`src/rtl/hazard_scoreboard_pkg.sv`:
```
// Shared types and helpers for the fewcore hazard scoreboard.
package fewcore_pkg;

    // Widest register address an entry can hold; narrower addresses are zero-extended.
    localparam int SB_RD_W  = 8;
    // Stage index width; covers stage numbers 0..6 and forward codes 0..7.
    localparam int SB_STG_W = 3;

    // Forward select code meaning "read the register file".
    localparam logic [SB_STG_W-1:0] FWD_REGFILE = 3'd0;

    // One in-flight register write tracked by the scoreboard.
    typedef struct packed {
        logic                valid;
        logic [SB_RD_W-1:0]  rd;
        logic [SB_STG_W-1:0] rdy_stage;
    } sb_entry_t;

    // Forward select code for the output of stage k.
    function automatic logic [SB_STG_W-1:0] fwd_stage(input logic [SB_STG_W-1:0] k);
        return k + 3'd1;
    endfunction

endpackage

```
`src/rtl/hazard_scoreboard_if.sv`:
```
// Decode <-> scoreboard interface: issue request in, stall/forward decisions out.
interface hazard_scoreboard_if #(
    parameter int XLEN  = 32,
    parameter int RA_W  = 5,
    parameter int DEPTH = 3
);
    localparam int SEL_W = $clog2(DEPTH + 1);

    logic             issue_valid;
    logic [RA_W-1:0]  issue_rs1;
    logic [RA_W-1:0]  issue_rs2;
    logic             issue_use1;
    logic             issue_use2;
    logic [RA_W-1:0]  issue_rd;
    logic             issue_we;
    logic             issue_load;
    logic             flush;
    logic             stall;
    logic [SEL_W-1:0] fwd_sel1;
    logic [SEL_W-1:0] fwd_sel2;
    logic [XLEN-1:0]  stall_count;

    modport master (
        output issue_valid, issue_rs1, issue_rs2, issue_use1, issue_use2,
               issue_rd, issue_we, issue_load, flush,
        input  stall, fwd_sel1, fwd_sel2, stall_count
    );

    modport slave (
        input  issue_valid, issue_rs1, issue_rs2, issue_use1, issue_use2,
               issue_rd, issue_we, issue_load, flush,
        output stall, fwd_sel1, fwd_sel2, stall_count
    );

endinterface

```
`src/rtl/hazard_scoreboard_src_match.sv`:
```
// Priority scan of the in-flight entries for one source operand.
module sb_src_match
    import fewcore_pkg::*;
#(
    parameter int RA_W  = 5,
    parameter int DEPTH = 3,
    parameter int SEL_W = 2
) (
    input  sb_entry_t [DEPTH-1:0] entries,
    input  logic [RA_W-1:0]       src,
    input  logic                  use_src,
    output logic                  hit,
    output logic                  hazard,
    output logic [SEL_W-1:0]      sel
);

    logic                hit_s;
    logic                hazard_s;
    logic [SEL_W-1:0]    sel_s;
    logic [SB_STG_W-1:0] code_s;

    // Scan oldest to youngest so the youngest (lowest stage) match is the last writer.
    always_comb begin
        hit_s    = 1'b0;
        hazard_s = 1'b0;
        sel_s    = SEL_W'(FWD_REGFILE);
        code_s   = FWD_REGFILE;
        for (int k = DEPTH - 1; k >= 0; k--) begin
            if (entries[k].valid && (entries[k].rd == SB_RD_W'(src)) && use_src &&
                (src != {RA_W{1'b0}})) begin
                hit_s = 1'b1;
                if (SB_STG_W'(k) >= entries[k].rdy_stage) begin
                    hazard_s = 1'b0;
                    code_s   = fwd_stage(SB_STG_W'(k));
                    sel_s    = code_s[SEL_W-1:0];
                end else begin
                    hazard_s = 1'b1;
                    sel_s    = SEL_W'(FWD_REGFILE);
                end
            end else begin
                hit_s = hit_s;
            end
        end
    end

    assign hit    = hit_s;
    assign hazard = hazard_s;
    assign sel    = sel_s;

endmodule

```
`src/rtl/hazard_scoreboard.sv`:
```
// Hazard/forwarding unit: tracks in-flight writes, picks forward sources, stalls load-use.
module hazard_scoreboard
    import fewcore_pkg::*;
#(
    parameter int XLEN     = 32,
    parameter int RA_W     = 5,
    parameter int DEPTH    = 3,
    parameter int LOAD_LAT = 1
) (
    input logic                clk,
    input logic                reset,
    hazard_scoreboard_if.slave sb
);

    localparam int SEL_W = $clog2(DEPTH + 1);
    localparam logic [SEL_W-1:0] SEL_RF = SEL_W'(FWD_REGFILE);

    if ((LOAD_LAT < 1) || (LOAD_LAT > DEPTH - 1) || (DEPTH < 2) || (DEPTH > 7) ||
        (RA_W > SB_RD_W)) begin : g_bad_cfg
        $error("hazard_scoreboard: illegal DEPTH/LOAD_LAT/RA_W combination");
    end

    sb_entry_t [DEPTH-1:0] entries_r;
    sb_entry_t             new_entry_s;
    logic [XLEN-1:0]       stall_cnt_r;

    logic             hit1_s, haz1_s, hit2_s, haz2_s;
    logic [SEL_W-1:0] raw_sel1_s, raw_sel2_s;
    logic             stall_s;
    logic [SEL_W-1:0] sel1_s, sel2_s;

    sb_src_match #(.RA_W(RA_W), .DEPTH(DEPTH), .SEL_W(SEL_W)) u_match1 (
        .entries (entries_r),
        .src     (sb.issue_rs1),
        .use_src (sb.issue_use1),
        .hit     (hit1_s),
        .hazard  (haz1_s),
        .sel     (raw_sel1_s)
    );

    sb_src_match #(.RA_W(RA_W), .DEPTH(DEPTH), .SEL_W(SEL_W)) u_match2 (
        .entries (entries_r),
        .src     (sb.issue_rs2),
        .use_src (sb.issue_use2),
        .hit     (hit2_s),
        .hazard  (haz2_s),
        .sel     (raw_sel2_s)
    );

    // Stall and forward decisions; reset forces the register-file path with no stall.
    always_comb begin
        stall_s = 1'b0;
        sel1_s  = SEL_RF;
        sel2_s  = SEL_RF;
        if (reset) begin
            stall_s = 1'b0;
            sel1_s  = SEL_RF;
            sel2_s  = SEL_RF;
        end else begin
            stall_s = sb.issue_valid & ~sb.flush & (haz1_s | haz2_s);
            sel1_s  = (hit1_s && !haz1_s) ? raw_sel1_s : SEL_RF;
            sel2_s  = (hit2_s && !haz2_s) ? raw_sel2_s : SEL_RF;
        end
    end

    // Entry entering stage 0: the issuing write, or a bubble on stall/flush/x0/no-write.
    always_comb begin
        new_entry_s = '0;
        if (sb.issue_valid && sb.issue_we && (sb.issue_rd != {RA_W{1'b0}}) &&
            !stall_s && !sb.flush) begin
            new_entry_s.valid     = 1'b1;
            new_entry_s.rd        = SB_RD_W'(sb.issue_rd);
            new_entry_s.rdy_stage = sb.issue_load ? SB_STG_W'(LOAD_LAT) : SB_STG_W'(0);
        end else begin
            new_entry_s = '0;
        end
    end

    // Pipeline shadow: every entry advances one stage per cycle; the last stage retires.
    always_ff @(posedge clk) begin
        if (reset) begin
            entries_r <= '0;
        end else begin
            entries_r[0] <= new_entry_s;
            for (int k = 1; k < DEPTH; k++) begin
                entries_r[k] <= entries_r[k-1];
            end
        end
    end

    // Saturating count of stalled cycles.
    always_ff @(posedge clk) begin
        if (reset) begin
            stall_cnt_r <= {XLEN{1'b0}};
        end else if (stall_s && (stall_cnt_r != {XLEN{1'b1}})) begin
            stall_cnt_r <= stall_cnt_r + XLEN'(1);
        end else begin
            stall_cnt_r <= stall_cnt_r;
        end
    end

    assign sb.stall       = stall_s;
    assign sb.fwd_sel1    = sel1_s;
    assign sb.fwd_sel2    = sel2_s;
    assign sb.stall_count = stall_cnt_r;

endmodule
```
`src/flat_wrapper.sv`:
```
// flat-port wrapper written by rule: the top's interface ports become plain ports
module hazard_scoreboard_flat import fewcore_pkg::*;
#(
    parameter int XLEN     = 32,
    parameter int RA_W     = 5,
    parameter int DEPTH    = 3,
    parameter int LOAD_LAT = 1
)
  (clk, reset, sb_issue_valid, sb_issue_rs1, sb_issue_rs2, sb_issue_use1, sb_issue_use2, sb_issue_rd, sb_issue_we, sb_issue_load, sb_flush, sb_stall, sb_fwd_sel1, sb_fwd_sel2, sb_stall_count);
  hazard_scoreboard_if #(.XLEN(XLEN), .RA_W(RA_W), .DEPTH(DEPTH)) sb_i ();
  input logic clk;
  input logic reset;
  input wire logic [$bits(sb_i.issue_valid)-1:0] sb_issue_valid;
  input wire logic [$bits(sb_i.issue_rs1)-1:0] sb_issue_rs1;
  input wire logic [$bits(sb_i.issue_rs2)-1:0] sb_issue_rs2;
  input wire logic [$bits(sb_i.issue_use1)-1:0] sb_issue_use1;
  input wire logic [$bits(sb_i.issue_use2)-1:0] sb_issue_use2;
  input wire logic [$bits(sb_i.issue_rd)-1:0] sb_issue_rd;
  input wire logic [$bits(sb_i.issue_we)-1:0] sb_issue_we;
  input wire logic [$bits(sb_i.issue_load)-1:0] sb_issue_load;
  input wire logic [$bits(sb_i.flush)-1:0] sb_flush;
  output wire logic [$bits(sb_i.stall)-1:0] sb_stall;
  output wire logic [$bits(sb_i.fwd_sel1)-1:0] sb_fwd_sel1;
  output wire logic [$bits(sb_i.fwd_sel2)-1:0] sb_fwd_sel2;
  output wire logic [$bits(sb_i.stall_count)-1:0] sb_stall_count;
  assign sb_i.issue_valid = sb_issue_valid;
  assign sb_i.issue_rs1 = sb_issue_rs1;
  assign sb_i.issue_rs2 = sb_issue_rs2;
  assign sb_i.issue_use1 = sb_issue_use1;
  assign sb_i.issue_use2 = sb_issue_use2;
  assign sb_i.issue_rd = sb_issue_rd;
  assign sb_i.issue_we = sb_issue_we;
  assign sb_i.issue_load = sb_issue_load;
  assign sb_i.flush = sb_flush;
  assign sb_stall = sb_i.stall;
  assign sb_fwd_sel1 = sb_i.fwd_sel1;
  assign sb_fwd_sel2 = sb_i.fwd_sel2;
  assign sb_stall_count = sb_i.stall_count;
  hazard_scoreboard #(.XLEN(XLEN), .RA_W(RA_W), .DEPTH(DEPTH), .LOAD_LAT(LOAD_LAT)) u_core (.clk(clk), .reset(reset), .sb(sb_i));
endmodule
```
`config.mk`:
```
export PLATFORM = sky130hd
export DESIGN_NAME = hazard_scoreboard_flat
export DESIGN_NICKNAME = d
export VERILOG_FILES = /design/src/rtl/hazard_scoreboard_pkg.sv /design/src/rtl/hazard_scoreboard_if.sv /design/src/rtl/hazard_scoreboard_src_match.sv /design/src/rtl/hazard_scoreboard.sv /design/src/flat_wrapper.sv
export SDC_FILE = /design/constraint.sdc
export NUM_CORES = 1
export LEC_CHECK = 0
export CAP_MARGIN = 20
export CORE_UTILIZATION = 53
export DETAILED_ROUTE_END_ITERATION = 12
export MAX_ROUTING_LAYER = met4
export PLACE_DENSITY = 0.88
export SYNTH_ARGS = -nofsm -noshare
export SYNTH_HDL_FRONTEND = slang
export SYNTH_HIERARCHICAL = 1
export SYNTH_SLANG_ARGS = --single-unit
export TNS_END_PERCENT = 30
```
`constraint.sdc`:
```
create_clock -name clk -period 6.7 [get_ports clk]
set_clock_uncertainty 0.15 [all_clocks]
set_input_delay 1.005 -clock clk [delete_from_list [all_inputs] [get_ports clk]]
set_output_delay 1.005 -clock clk [all_outputs]
set_load 0.02 [all_outputs]
```
==> results of run 1 <==
## metal layers
layer	part of all wire (%)	GRT usage [%]	up-vias
met5	0	-	-
met4	1.8	9.671	0
met3	4.7	4.630	21
met2	49	44.15	96
met1	44	33.33	1323
li1	-	-	1367
## cells in the final DEF (no fill, tap or decap), drive strengths merged, types with 2 or more instances in the layout
master	synthesis	final
clkdlybuf4s50	0	59
dfxtp	53	53
conb	1	34
a21oi	29	29
or3	22	22
xor2	22	22
o21ai	22	22
nand3	19	19
nor2	16	16
nor2b	14	14
xnor2	14	14
nand4	14	14
nand2	10	10
and3	8	8
and2	7	7
or4	7	7
clkbuf	7	6
inv	6	6
o31ai	6	6
nor3	6	6
nor4	5	5
nor4b	4	4
and4	4	4
nand2b	3	3
o2111ai	3	3
o21bai	3	3
a31oi	3	3
nor4bb	2	2
mux2i	2	2
nor3b	2	2
or4b	2	2
o22ai	2	2
a2bb2oi	2	2
## worst max-delay path, stage by stage
cell and delay [ps]:
clkdlybuf4s50_1 510, xor2_1 200, nor4_1 520, nand3_1 250
o22ai_1 220, a2bb2oi_1 260, nor2_1 170, nor2_1 280
clkdlybuf4s50_1 660
## cell type report
type	count	area share [%]
Multi-Input combinational cell	293	49.90
Clock buffer	6	2.190
Clock inverter	2	0.9954
Inverter	6	0.5972
Tap cell	70	2.322
Timing Repair Buffer	60	15.86
Sequential cell	53	28.14
## state kept, by name (all words and copies together), names as in the netlist
| register | flops |
|---|---|
| u_core/entries_r | 21 |
| u_core/sb.stall_count | 32 |
## power by group through the flow
stage | Clock (W) | Sequential [W] | Combinational [W]
floorplan | 0 | 0.000325 | 0.0000222
global placement | 0 | 0.000325 | 0.0000434
detailed placement | 0 | 0.000325 | 0.0000446
CTS | 0.000231 | 0.000318 | 0.0000449
global route | 0.000246 | 0.000318 | 0.0000496
finish | 0.000226 | 0.000318 | 0.0000457
## logic make-up (layout without fill, tap and decap cells)
logic type | after synthesis | count (layout) | share of synthesized area [%]
compound gates | 73 | 73 | 16.60
other cells | 1 | 34 | 0.1303
simple gates | 147 | 147 | 32.25
flops | 53 | 53 | 36.85
xor+xnor | 36 | 36 | 10.95
buf+inv | 14 | 74 | 2.086
mux | 2 | 2 | 0.6954
fa+ha+maj | 1 | 1 | 0.4345
## through the flow
step           total power (W)  hold slack, ps
4_1_cts              0.0005937           305.8
3_5_place_dp         0.0003697           285.4
2_1_floorplan        0.0003468           263.8
5_1_grt              0.0006138           330.7
3_3_place_gp         0.0003684           270.7
6_report             0.0005899           302.8
## worst paths after layout
check | startpoint | endpoint | cells past startpoint | slack [ps]
max | sb_issue_rs1[3] | sb_stall | 9 | 1460
min | u_core/entries_r[12] | u_core/entries_r[24] | 1 | 300
max reg2reg | u_core/entries_r[6] | u_core/sb.stall_count[31] | 10 | 3190
min reg2reg | u_core/entries_r[12] | u_core/entries_r[24] | 1 | 300
==> metrics.md, run 1 <==
| Metric | Value |
|---|---|
| Port Buf Inserts | `59` |
| Fmax achieved | `~190 MHz` |
| CTS H-Tree Depth | `2` |
| Overall global routing resource usage | `approximately 27%` |
| Multi-input logic area | `around 1900 um2` |
| Vias in the first global route | `roughly 2.5k` |
| CTS clk-pin slew, worst paths | `90 ps` |
| Clock buffer depth | `2` |
| Post-route insts no fill | `roughly 500` |
| Tmin final | `between 5000 and 6000 ps` |
| Ys Warns | `6` |
| Root Buffer | `clkbuf_8` |
| Seq pwr share | `a little over half` |
| Pint | `between 0.0004 and 0.0005 W` |
| Slew headroom | `about a third` |
| Final Setup Violations | `0` |
| Initial Util | `a little under three fifths` |
| Initial drt markers | `around 220` |
| P_sw | `approximately 0.00013 W` |
| Crit start category | `input pin` |
| Synth Register Bits | `53` |
| Worst min path class | `reg2reg` |
| CP Capture Type | `output pin` |
| CP max FO | `5` |
| Detailed Route WL | `7084 um` |
| Skew-Pair Late Insertion Delay | `310 ps` |
| Top cell type's share of synthesized area | `36.85%` |
| Finished Core Util | `between 70 and 80%` |
| CTS Buf Count | `5` |
| IO Count | `60` |
| WL/cell | `~14 um` |
| Ratio of cells with drive above 1 in the final layout | `under 10%` |
| Sequential Area | `approximately 1100 um2` |
| FFs w/ async S/R, synth | `0%` |
| Register area share after synthesis | `36.85%` |
| Syn Inst Count | `327` |
| RSZ-0062 raised after global routing | `no` |
| Post-synth cell types | `50` |
| Max Cap Viol | `0` |
| TNS Setup | `0 ps` |
| Detail Route Antenna Nets | `0` |
| DRC Markers | `0` |
| Remaining global-route overflow | `0` |
| Placed Instances | `482` |
| Via count | `approximately 2.8k` |
| Diode count | `0` |
| Nets | `about 440` |
| Tightest Pin Transition | `roughly 1000 ps` |
| Primary FF master, synth | `dfxtp_1` |
| Initial antenna violation count | `0` |
| GP Congestion | `~0.92` |
| Cell taking the most area after synthesis | `dfxtp_1` |
| Detailed-placement wirelength estimate | `5265 um` |
| LEAKAGE | `between 1 and 1.5 nW` |
| Outcome | `completed` |
| Area contributors post-synth | `dfxtp_1 37%, xor2_1 6.7%, or3_1 4.8%, a21oi_1 4.7%, xnor2_1 4.3%` |
| Power per cell area | `~160 nW/um2` |
| DP Worst Slack | `between 1500 and 2000 ps` |
| Dpl cell area | `roughly 3700 um2` |
| Resized Gates After CTS | `0` |
| Clock sinks | `53` |
| Combinational power share | `slightly below 8%` |
| Final instance area | `~3800 um2` |
| Fillers | `380` |
| Core Region | `around 5200 um2` |
| Mapped Area | `2879 um2` |
| Most common cell in the netlist | `dfxtp_1` |
| Largest net degree at the start of global routing | `27` |
| Post-synth EDFFs | `0` |
| Switch share | `approximately 22%` |
| Die Height | `75.70 um` |
| Die width | `around 76 um` |
| WP data required | `5540 ps` |
| Fin. Hold Viols | `0` |
| Critical path class | `in2out` |
| Std cell rows | `26` |
| Clk pwr share | `about two fifths` |
| Hold_buf cts | `0` |
| Layout area overhead | `30.99%` |
| Synth top cells by count | `53 x dfxtp_1, 27 x a21oi_1, 22 x or3_1, 22 x xor2_1` |
| Final slew viol count | `0` |
| CTS tree | `built` |
| First-pass iteration count of the detailed router | `5` |
| Vias per cell | `approximately 5.7` |
| WP data arrival | `a little over 4000 ps` |
| First-pass GRT wire length | `approximately 11,000 um` |
| Full die area | `between 5000 and 6000 um2` |
| Worst setup margin | `between 1000 and 1500 ps` |
| Period utilization | `78.14%` |
| Mean post-synth cell area | `about 9 um2` |
| Post-CTS Setup Repair Bufs | `0` |
| Worst VDD drop | `roughly 0.12 mV` |
(Power assumes the default switching activity.)
==> run 2, diff against run 1 <==
- CORE_UTILIZATION: 53 -> 51
- PLACE_DENSITY: 0.88 -> 0.86
- clock period: 6.7 -> 5.2 ns (I/O delays scaled with it)
==> run 2 against run 1 <==
Sequential cell count unchanged. Critical path depth unchanged. Global-route usage decreased by 0.66 points. Cell area increased by 0.36%. Combinational power increased by 30%. Die area increased by 3.8%. Register-to-register slack got worse by 1700 ps. Via count decreased by 2.0%. Hold slack improved by 2.6 ps. Utilization decreased by 1.1 points. Setup slack got worse by 1300 ps.
==> metrics.md, run 2 (synthesized netlist as in run 1, its figures left out) <==
| Metric | Value |
|---|---|
| Die Height | `77.14 um` |
| Final slew viol count | `0` |
| Finished Core Util | `between 70% and 80%` |
| CTS clk-pin slew, worst paths | `100 ps` |
| Via count | `2,751` |
| CP max FO | `5` |
| RSZ-0062 raised after global routing | `no` |
| Slew headroom | `a little under half` |
| Tightest Pin Transition | `between 800 and 900 ps` |
| Initial antenna violation count | `0` |
| Clock sinks | `53` |
| DRC Markers | `0` |
| CTS H-Tree Depth | `2` |
| CTS tree | `built` |
| Power per cell area | `about 210 nW/um2` |
| Std cell rows | `26` |
| Critical Path Max Stage Delay | `about 660 ps` |
| Layout area overhead | `31.46%` |
| Final Setup Violations | `0` |
| LEAKAGE | `between 1 and 1.5 nW` |
| WP data required | `4270 ps` |
| Vias in the first global route | `between 2k and 3k` |
| Critical path class | `in2out` |
| Crit start category | `input pin` |
| Diode count | `0` |
| Ratio of cells with drive above 1 in the final layout | `around 6%` |
| Hold_buf cts | `0` |
| CTS Buf Count | `5` |
| Nets | `443` |
| Dpl cell area | `roughly 3700 um2` |
| CP top delay family | `simple AND/OR/NAND/NOR gates` |
| Initial Util | `around 55%` |
| Vias per cell | `5.614` |
| Max Cap Viol | `0` |
| Worst min path class | `reg2reg` |
| Overall global routing resource usage | `26.23%` |
| Port Buf Inserts | `between 50 and 60` |
| Period utilization | `a little over nine tenths` |
| Outcome | `completed` |
| Core Region | `around 5300 um2` |
| Detail Route Antenna Nets | `0` |
| Tmin final | `5002 ps` |
| GP Congestion | `around 0.91` |
| WL/cell | `about 15 um` |
| Final instance area | `between 3000 and 4000 um2` |
| Crit-path cells | `clkdlybuf4s50_1, xor2_1, nor4_1, nand3_1, o22ai_1, a2bb2oi_1, nor2_1, nor2_1, clkdlybuf4s50_1` |
| Initial drt markers | `between 150 and 200` |
| WP data arrival | `just over 4000 ps` |
| Fin. Hold Viols | `0` |
| Detailed Route WL | `a little over 7000 um` |
| CP Buf/Inv Count | `2` |
| Clock buffer depth | `2` |
| IO Count | `60` |
| Most common cell after layout, fill and taps aside | `clkdlybuf4s50_1` |
| Root Buffer | `clkbuf_8` |
| Largest net degree at the start of global routing | `50` |
| Most frequent cells in the layout | `59 x clkdlybuf4s50_1, 53 x dfxtp_1, 34 x conb_1` |
| Fmax achieved | `around 200 MHz` |
| Resized Gates After CTS | `0` |
| Die width | `~77 um` |
| Slowest CP cell | `clkdlybuf4s50_1` |
| Remaining global-route overflow | `0` |
| Full die area | `~5900 um2` |
| Largest register FFs | `32` |
| TNS Setup | `0 ps` |
| CP Capture Type | `output pin` |
| Detailed-placement wirelength estimate | `~5000 um` |
| Skew-Pair Late Insertion Delay | `310 ps` |
| Worst VDD drop | `between 0.1 and 0.15 mV` |
| First-pass GRT wire length | `~12,000 um` |
| Post-CTS Setup Repair Bufs | `0` |
| First-pass iteration count of the detailed router | `5` |
## run 2: final timing paths
kind / start / to / slack [ps] / cells after the start
min: u_core/entries_r[12] / u_core/entries_r[24] / 310 / 1
min reg2reg: u_core/entries_r[12] / u_core/entries_r[24] / 310 / 1
max: sb_issue_rs2[2] / sb_stall / 200 / 9
max reg2reg: u_core/entries_r[6] / u_core/sb.stall_count[19] / 1460 / 10
## run 2: routing by layer
metal	global-route usage [%]	up-vias	wire [um]
li1	-	1367	-
met5	-	-	0
met2	43.81	71	3447
met3	6.190	13	385
met1	30.71	1300	3260
met4	9.057	0	112
## run 2: power by group
part,switching (W),internal (W)
Clock,0.000137,0.000191
Sequential,0.00000199,0.000407
Combinational,0.0000311,0.0000284
## run 2: final cells by class
class | count | area (um2)
clock buffers | 5 | 68.82
fillers | 412 | 1485
flip-flops and latches | 53 | 1061
repair buffers | 60 | 598.1
well taps | 70 | 87.58
multi-input cells | 293 | 1882
inverters | 6 | 22.52
clock inverters | 3 | 65.06
## run 2: per-stage QoR
step                      total power, W  cells  hold slack [ps]  setup slack [ps]
after detailed placement       0.0004759    482            284.1             430.9
after global placement         0.0004743    482            272.5             589.5
after floorplan                0.0004468    360            263.8              1772
after CTS                      0.0008018    490            307.2             274.7
final                          0.0007973    490            305.4             198.4
after global routing           0.0008248    490            332.1             63.73
==> run 3, diff against run 2 <==
- CORE_MARGIN: unset -> 2
==> run 3 against run 2 <==
Utilization shrank 3.2 points. Non-clock buffer count unchanged. Sequential cell count unchanged. Via count shrank 1.6%. Largest power group unchanged.
==> metrics.md, run 3 (synthesized netlist as in run 1, its figures left out) <==
| Metric | Value |
|---|---|
| CP max FO | `5` |
| Port Buf Inserts | `just under 60` |
| DRC Markers | `0` |
| Detail Route Antenna Nets | `0` |
| Full die area | `between 6000 and 7000 um2` |
| Vias per cell | `5.511` |
| R2R depth | `10` |
| Most common cell after layout, fill and taps aside | `clkdlybuf4s50_1` |
| Overall global routing resource usage | `23.93%` |
| Crit start category | `input pin` |
| GP Congestion | `~0.85` |
| Tot Pwr | `approximately 0.00074 W` |
| Std cell rows | `27` |
| Final Setup Violations | `0` |
| Ratio of cells with drive above 1 in the final layout | `under 10%` |
| Worst VDD drop | `~0.13 mV` |
| Via count | `2,706` |
| Nets | `443` |
| Die width | `79.14 um` |
| Detailed Route WL | `7043 um` |
| WP data required | `roughly 4300 ps` |
| Outcome | `completed` |
| Max Cap Viol | `0` |
| TNS Setup | `0 ps` |
| Remaining global-route overflow | `0` |
| Tightest Pin Transition | `between 800 and 900 ps` |
| Largest net degree at the start of global routing | `between 50 and 60` |
| Finished Core Util | `~69%` |
| WL/cell | `14.34 um` |
| CP Capture Type | `output pin` |
| Resized Gates After CTS | `0` |
| DR top layer | `met4` |
| Hold_buf cts | `0` |
| Routed wl met2 | `3489 um` |
| Most frequent cells in the layout | `59 x clkdlybuf4s50_1, 53 x dfxtp_1, 34 x conb_1` |
| CTS tree | `built` |
| Final slew viol count | `0` |
| M1 WL | `~3100 um` |
| Worst setup margin | `443.0 ps` |
| Power per cell area | `~200 nW/um2` |
| First-pass iteration count of the detailed router | `4` |
| DP Worst Slack | `459.1 ps` |
| Core Region | `between 5000 and 6000 um2` |
| Clock sinks | `53` |
| Diode count | `0` |
| Hold Path Depth | `1` |
| Detailed-placement wirelength estimate | `approximately 5300 um` |
| Slew headroom | `a little under half` |
| Fin. Hold Viols | `0` |
| Root Buffer | `clkbuf_8` |
| Die Height | `slightly below 80 um` |
| RSZ-0062 raised after global routing | `no` |
| Initial antenna violation count | `0` |
| CTS Buf Count | `5` |
| Initial Util | `approximately 53%` |
| Period utilization | `between 90% and 100%` |
| LEAKAGE | `1.292 nW` |
| Largest register FFs | `32` |
| Fmax achieved | `between 200 and 250 MHz` |
| Worst min path class | `reg2reg` |
| First-pass GRT wire length | `11,750 um` |
| Layout area overhead | `30.51%` |
| Critical path class | `in2out` |
| Clock buffer depth | `2` |
| Post-CTS Setup Repair Bufs | `0` |
| CTS H-Tree Depth | `2` |
| Vias in the first global route | `2,567` |
| CTS clk-pin slew, worst paths | `around 90 ps` |
| Tmin final | `around 4800 ps` |
| IO Count | `60` |
| WP data arrival | `roughly 3800 ps` |
| Skew-Pair Late Insertion Delay | `300 ps` |
| Initial drt markers | `around 130` |
| Met3 WL | `375 um` |
run 3: cell count changes in the layout (fill, tap and decap cells not counted), sizes merged:
cell	change
bufinv	-1
run 3: final timing paths:
check	start	to	slack, ps
hold reg to reg	u_core/entries_r[12]	u_core/entries_r[24]	300
setup reg to reg	u_core/entries_r[6]	u_core/sb.stall_count[19]	1720
hold / removal	u_core/entries_r[12]	u_core/entries_r[24]	300
setup / recovery	sb_issue_rs2[3]	sb_stall	440
run 3: final cells by class:
cell class | count | area [um2]
Clock buffer | 5 | 68.82
Clock inverter | 2 | 35.03
Fill cell | 471 | 1715
Inverter | 6 | 22.52
Multi-Input combinational cell | 293 | 1882
Sequential cell | 53 | 1061
Tap cell | 72 | 90.09
Timing Repair Buffer | 60 | 598.1
run 3: report_power, final:
group	leakage [nW]	switching, W	total, W	internal [W]
sequential	0.427	0.00000190	0.000409	0.000407
clock	0.0540	0.000129	0.000269	0.000140
combinational	0.811	0.0000303	0.0000586	0.0000283
total	1.29	0.000161	0.000737	0.000576
run 3: routing by layer:
metal	GRT usage, %	vias up
met2	39.49	69
met5	-	-
li1	-	1364
met1	30.43	1266
met4	6.207	0
met3	4.318	7
run 3: per-stage QoR:
stage | instances | hold WS, ps | instance area, um2
floorplan | 360 | 263.8 | 3003
CTS | 491 | 306.1 | 3757
global route | 491 | 332.7 | 3757
finish | 491 | 298.4 | 3757
global placement | 484 | 270.8 | 3654
detailed placement | 484 | 285.5 | 3654
run 3: critical path: stages:
cell	delay (ps)
clkdlybuf4s50_1	510
xor2_1	210
nor4_1	410
nand3_1	240
o22ai_1	220
a2bb2oi_1	320
nor2_1	190
nor2_1	290
clkdlybuf4s50_1	660
==> variant 1: new RTL, settings of run 2 <==
`DEPTH` is set to 3 in 4 places; all go to 6.
--- a/src/rtl/hazard_scoreboard_if.sv
+++ b/src/rtl/hazard_scoreboard_if.sv
@@ -3,5 +3,5 @@
     parameter int XLEN  = 32,
     parameter int RA_W  = 5,
-    parameter int DEPTH = 3
+    parameter int DEPTH = 6
 );
     localparam int SEL_W = $clog2(DEPTH + 1);
--- a/src/rtl/hazard_scoreboard_src_match.sv
+++ b/src/rtl/hazard_scoreboard_src_match.sv
@@ -4,5 +4,5 @@
 #(
     parameter int RA_W  = 5,
-    parameter int DEPTH = 3,
+    parameter int DEPTH = 6,
     parameter int SEL_W = 2
 ) (
--- a/src/rtl/hazard_scoreboard.sv
+++ b/src/rtl/hazard_scoreboard.sv
@@ -5,5 +5,5 @@
     parameter int XLEN     = 32,
     parameter int RA_W     = 5,
-    parameter int DEPTH    = 3,
+    parameter int DEPTH    = 6,
     parameter int LOAD_LAT = 1
 ) (
--- a/src/flat_wrapper.sv
+++ b/src/flat_wrapper.sv
@@ -4,5 +4,5 @@
     parameter int XLEN     = 32,
     parameter int RA_W     = 5,
-    parameter int DEPTH    = 3,
+    parameter int DEPTH    = 6,
     parameter int LOAD_LAT = 1
 )
Interface: changed (resized sb_fwd_sel1 and sb_fwd_sel2); port bits go from 60 to 62. The function was not compared with the original's and may differ.
==> variant 1 against run 2 <==
Final area increased by 41%; synthesized area increased by 48%; global-route usage grew 0.14 points; clock power increased by 25%; total power grew 34%; setup slack better by 0.12 ns; routed wire length increased by 47%; sequential cell count grew 20; critical endpoint is now sb_fwd_sel2[2]; largest power group unchanged.
==> variant 1: results (changes against run 2) <==
| Metric | Value |
|---|---|
| Final net count | `622 (+40%)` |
| Routed via count | `3,839 (+40%)` |
| Max FO, Critical Path | `7 (+2)` |
| CP delay by family, top | `buffers and inverters` |
| Clock buf count | `10 (+5)` |
| Power share of the sequential group | `0.526 (+0.012)` |
| Pre-CTS setup slack | `0.2235 ns (-0.2073 ns)` |
| Total global routing track utilization | `0.2637 (+0.001370)` |
| Number of H-tree levels | `3 (+1)` |
| Critical Path AT | `3.95 ns (-0.12 ns)` |
| Outcome | `complete, no violations` |
| CTS clk-pin slew, worst paths | `0.08 ns (-0.02 ns)` |
| Yosys Warn Count | `6 (unchanged)` |
| Antenna Cells | `0 (unchanged)` |
| Clk_lat worst skew | `0.35 ns (+0.04 ns)` |
| Clock sinks | `73 (+38%)` |
| Inverters, non-clock | `7 (+1)` |
| Vias in the first global route | `3,623 (+37%)` |
| CP peak stage delay | `0.62 ns (-0.04 ns)` |
| Peak VDD IR | `0.0001774 V (+29%)` |
| Gpl congestion | `0.8743 (-3.7%)` |
| Int Pwr | `0.0007874 W (+26%)` |
| Static Leak | `1.918 nW (+47%)` |
| Biggest register | `u_core/entries_r` |
| First-pass GRT wire length | `17,370 µm (+42%)` |
| Post-CTS Resized | `0 (unchanged)` |
| Layout non-clock buf frac | `0.1277 (-0.03035)` |
| Largest register FFs | `41 (+28%)` |
| Non-Clock Buffer Count | `71 (+18%)` |
| Area after DPL | `5146 µm² (+41%)` |
| Drt pass-1 iters | `5 (unchanged)` |
| HPWL after DPL | `8037 µm (+57%)` |
| Hold Path Depth | `1 (unchanged)` |
| PwrDens | `200.7 nW/µm² (-4.7%)` |
| #MultiIn Comb | `436 (+49%)` |
| I/O Buffers | `61 (+3.4%)` |
| Largest net degree at the start of global routing | `54 (+8.0%)` |
| Initial antenna violation count | `0 (unchanged)` |
| Comb pwr | `0.0000960 W (+61%)` |
| Violation count after the first detailed-route iteration | `261 (+59%)` |
| Layout cells sized above 1 | `0.08458 (+0.02505)` |
| Tap cells | `102 (+46%)` |
| Clock-cell share | `0.03356 (-0.001812)` |
| Final setup TNS | `0 ns (unchanged)` |
| DR WL/cell | `15.07 µm (+2.5%)` |
| Longest Clk Path Bufs | `2 (unchanged)` |
| Sequential Area | `1461 µm² (+38%)` |
| Fraction of area in multi-input gates | `0.5358 (+0.03860)` |
| Routed vias/inst | `5.445 (-3.0%)` |
| Worst Max-Slew Pin Slew | `0.7234 ns (-0.08427 ns)` |
| Filler Cell Count | `652 (+58%)` |
| R2R depth | `10 (unchanged)` |
| HP Class | `flop to flop` |
| # Post-CTS Setup Buffers | `0 (unchanged)` |
| TritonCTS buffer count | `9 (+4)` |
==> variant 1: routing by layer <==
layer | up-vias | track usage | wire [µm]
met5 | - | - | 0
met4 | 0 | 0.08205 | 145
met3 | 12 | 0.03008 | 493
met2 | 105 | 0.4259 | 4994
met1 | 1796 | 0.3464 | 4994
li1 | 1926 | - | -
==> variant 1: path summary, 6_finish.rpt <==
check | from | end | slack, ns
setup / recovery | sb_issue_rs2[3] | sb_fwd_sel2[2] | 0.32
hold / removal | u_core/entries_r[36] | u_core/entries_r[48] | 0.30
setup reg to reg | u_core/entries_r[41] | u_core/sb.stall_count[25] | 1.74
hold reg to reg | u_core/entries_r[36] | u_core/entries_r[48] | 0.30
==> variant 1: metrics by stage <==
step             util  instances  hold slack [ns]
2_1_floorplan       -        540           0.2638
3_3_place_gp   0.6524        689           0.2712
3_5_place_dp   0.6524        689           0.2911
4_1_cts        0.6751        705           0.3072
5_1_grt        0.6759        705           0.3214
6_report       0.6759        705           0.3022
==> variant 2: new RTL, config.mk and constraints of run 2 <==
Made on the original files. Reset style: asynchronous (`reset`), changed in 2 clocked blocks.
--- a/src/rtl/hazard_scoreboard.sv
+++ b/src/rtl/hazard_scoreboard.sv
@@ -78,5 +78,5 @@
 
     // Pipeline shadow: every entry advances one stage per cycle; the last stage retires.
-    always_ff @(posedge clk) begin
+    always_ff @(posedge clk or posedge reset) begin
         if (reset) begin
             entries_r <= '0;
@@ -90,5 +90,5 @@
 
     // Saturating count of stalled cycles.
-    always_ff @(posedge clk) begin
+    always_ff @(posedge clk or posedge reset) begin
         if (reset) begin
             stall_cnt_r <= {XLEN{1'b0}};
Function: differs if reset is asserted again (counterexample within 4 cycles, from zero or initial values and one cycle with reset high); with reset held inactive, the same outputs for 10 cycles.
==> variant 2 against run 2 <==
Die area down 0.22%; maximum frequency up 3.9%; register-to-register slack better by 0.30 ns; count of clock-buffer cells in the layout up 1; routed wire length down 6.6%; synthesized area down 0.22%; final area about the same; setup slack better by 0.19 ns; critical path depth unchanged; hold slack worse by 0.096 ns; sequential cell count unchanged; total power down 8.7%; clock power down 27%; highest routed layer unchanged.
==> variant 2: results (changes against run 2) <==
| Metric | Value |
|---|---|
| CTS root buf | `clkbuf_8` |
| CP peak stage delay | `0.63 ns (-0.03 ns)` |
| Area contributors post-synth | `dfrtp_1 (46%), xnor2_1 (11%), xor2_1 (7.3%), nand4_1 (5.0%), nand3_1 (2.8%)` |
| CP delay by family, top | `buffers and inverters` |
| Total global routing track utilization | `0.2575 (-0.004829)` |
| Slowest CP cell | `clkdlybuf4s50_1` |
| TritonCTS buffer count | `5 (unchanged)` |
| Sw Ratio | `0.2361 (+0.02260)` |
| Worst slew margin | `0.5799 (+0.1216)` |
| Longest Clk Path Bufs | `2 (unchanged)` |
| Critical Path AT | `3.88 ns (-0.19 ns)` |
| DR WL/cell | `15.50 µm (+5.4%)` |
| Top_reg_cell synth | `dfrtp_1` |
| HPWL after DPL | `4993 µm (-2.3%)` |
| Antenna Cells | `0 (unchanged)` |
| Max FO, Critical Path | `5 (unchanged)` |
| Gpl congestion | `0.8505 (-6.3%)` |
| First-pass GRT wire length | `11,760 µm (-3.9%)` |
| Final net count | `387 (-13%)` |
| Yosys Warn Count | `6 (unchanged)` |
| Seq/Total Area, Yosys | `0.4617 (+0.09314)` |
| Clk_lat worst skew | `~0.3 ns` |
| Largest register FFs | `32 (unchanged)` |
| Largest net degree at the start of global routing | `54 (+8.0%)` |
| Pre-CTS setup slack | `0.4635 ns (+0.03266 ns)` |
| Peak VDD IR | `0.0001151 V (-16%)` |
| I/O Buffers | `59 (unchanged)` |
| Routed via count | `2,404 (-13%)` |
| Drt pass-1 iters | `4 (-1)` |
| Violation count after the first detailed-route iteration | `189 (+15%)` |
| Post-CTS Resized | `0 (unchanged)` |
| Area after DPL | `3665 µm² (+0.38%)` |
| Top post-synthesis cells by count | `dfrtp_1 (53), xnor2_1 (37), xor2_1 (24)` |
| CTS clk-pin slew, worst paths | `0.10 ns (about the same)` |
| Static Leak | `1.605 nW (+23%)` |
| # Post-CTS Setup Buffers | `0 (unchanged)` |
| Layout cells sized above 1 | `0.07967 (+0.02015)` |
| Outcome | `complete, no violations` |
| Synth async-reset ratio | `1.000 (+1.000)` |
| Number of H-tree levels | `2 (unchanged)` |
| Initial antenna violation count | `0 (unchanged)` |
| Unique cell type count in the Yosys netlist | `43 (-14%)` |
| HP Class | `flop to flop` |
## variant 2: changes by cell type after synthesis, sizes merged, moves of 14 or more
cell | run 2 | this run
dfrtp | 0 | 53
dfxtp | 53 | 0
xnor2 | 14 | 37
or3 | 22 | 2
a21oi | 29 | 10
o21ai | 22 | 4
nor2b | 14 | 0
## variant 2: path summary, 6_finish.rpt
| check | endpoint | cells past startpoint | from | slack, ns |
|---|---|---|---|---|
| setup / recovery | sb_stall | 9 | sb_issue_rs1[3] | 0.39 |
| hold / removal | u_core/entries_r[24] | 0 | u_core/entries_r[12] | 0.21 |
| setup reg to reg | u_core/sb.stall_count[25] | 10 | u_core/entries_r[5] | 1.76 |
| hold reg to reg | u_core/entries_r[24] | 0 | u_core/entries_r[12] | 0.21 |
| max in group asynchronous | u_core/sb.stall_count[24] | 3 | reset | 3.55 |
| min in group asynchronous | u_core/entries_r[11] | 2 | reset | 0.84 |
## variant 2: power by group through the flow
stage	Clock (W)	Sequential, W	Combinational [W]
4_1_cts	0.000249	0.000421	0.0000625
3_3_place_gp	0	0.000429	0.0000606
5_1_grt	0.000269	0.000422	0.0000725
2_1_floorplan	0	0.000428	0.0000322
3_5_place_dp	0	0.000429	0.0000622
6_report	0.000241	0.000421	0.0000652
## variant 2: logic make-up after synthesis
| family | synth area share |
|---|---|
| mux | 0.003920 |
| fa+ha+maj | 0.004355 |
| simple gates | 0.2639 |
| compound gates | 0.06620 |
| flops | 0.4617 |
| xor+xnor | 0.1860 |
| other cells | 0.001305 |
| buf+inv | 0.01263 |
## variant 2: cell type report
class | instances | area (µm²)
Fill cell | 423 | 1489
Clock inverter | 2 | 13.76
Sequential cell | 53 | 1326
Clock buffer | 6 | 82.58
Timing Repair Buffer | 60 | 610.6
Tap cell | 70 | 87.58
Inverter | 7 | 26.28
Multi-Input combinational cell | 236 | 1634
## variant 2: stage by stage
stage,util,hold slack [ns],std cells
after floorplan,-,0.1812,298
after global placement,0.6954,0.1835,425
after detailed placement,0.6954,0.1870,425
after CTS,0.7137,0.2223,433
after global routing,0.7175,0.2372,434
final,0.7175,0.2098,434
## variant 2: worst reg2reg max path: stages (launching register included)
cell	delay, ns
dfrtp_1	0.44
xor2_1	0.16
nor4_1	0.36
nand3_1	0.25
o22ai_1	0.25
a2bb2oi_1	0.41
nor2_1	0.11
or4b_4	0.53
nor2_1	0.31
nand4_1	0.18
xnor2_1	0.18
## variant 2: routing by layer
metal  up-vias  global-route usage  wire length, µm
li1       1125                   -                -
met1      1178              0.3541             3056
met2        97              0.4018             3176
met3         4             0.04643              464
met4         0             0.05283               31
met5         -                   -                0
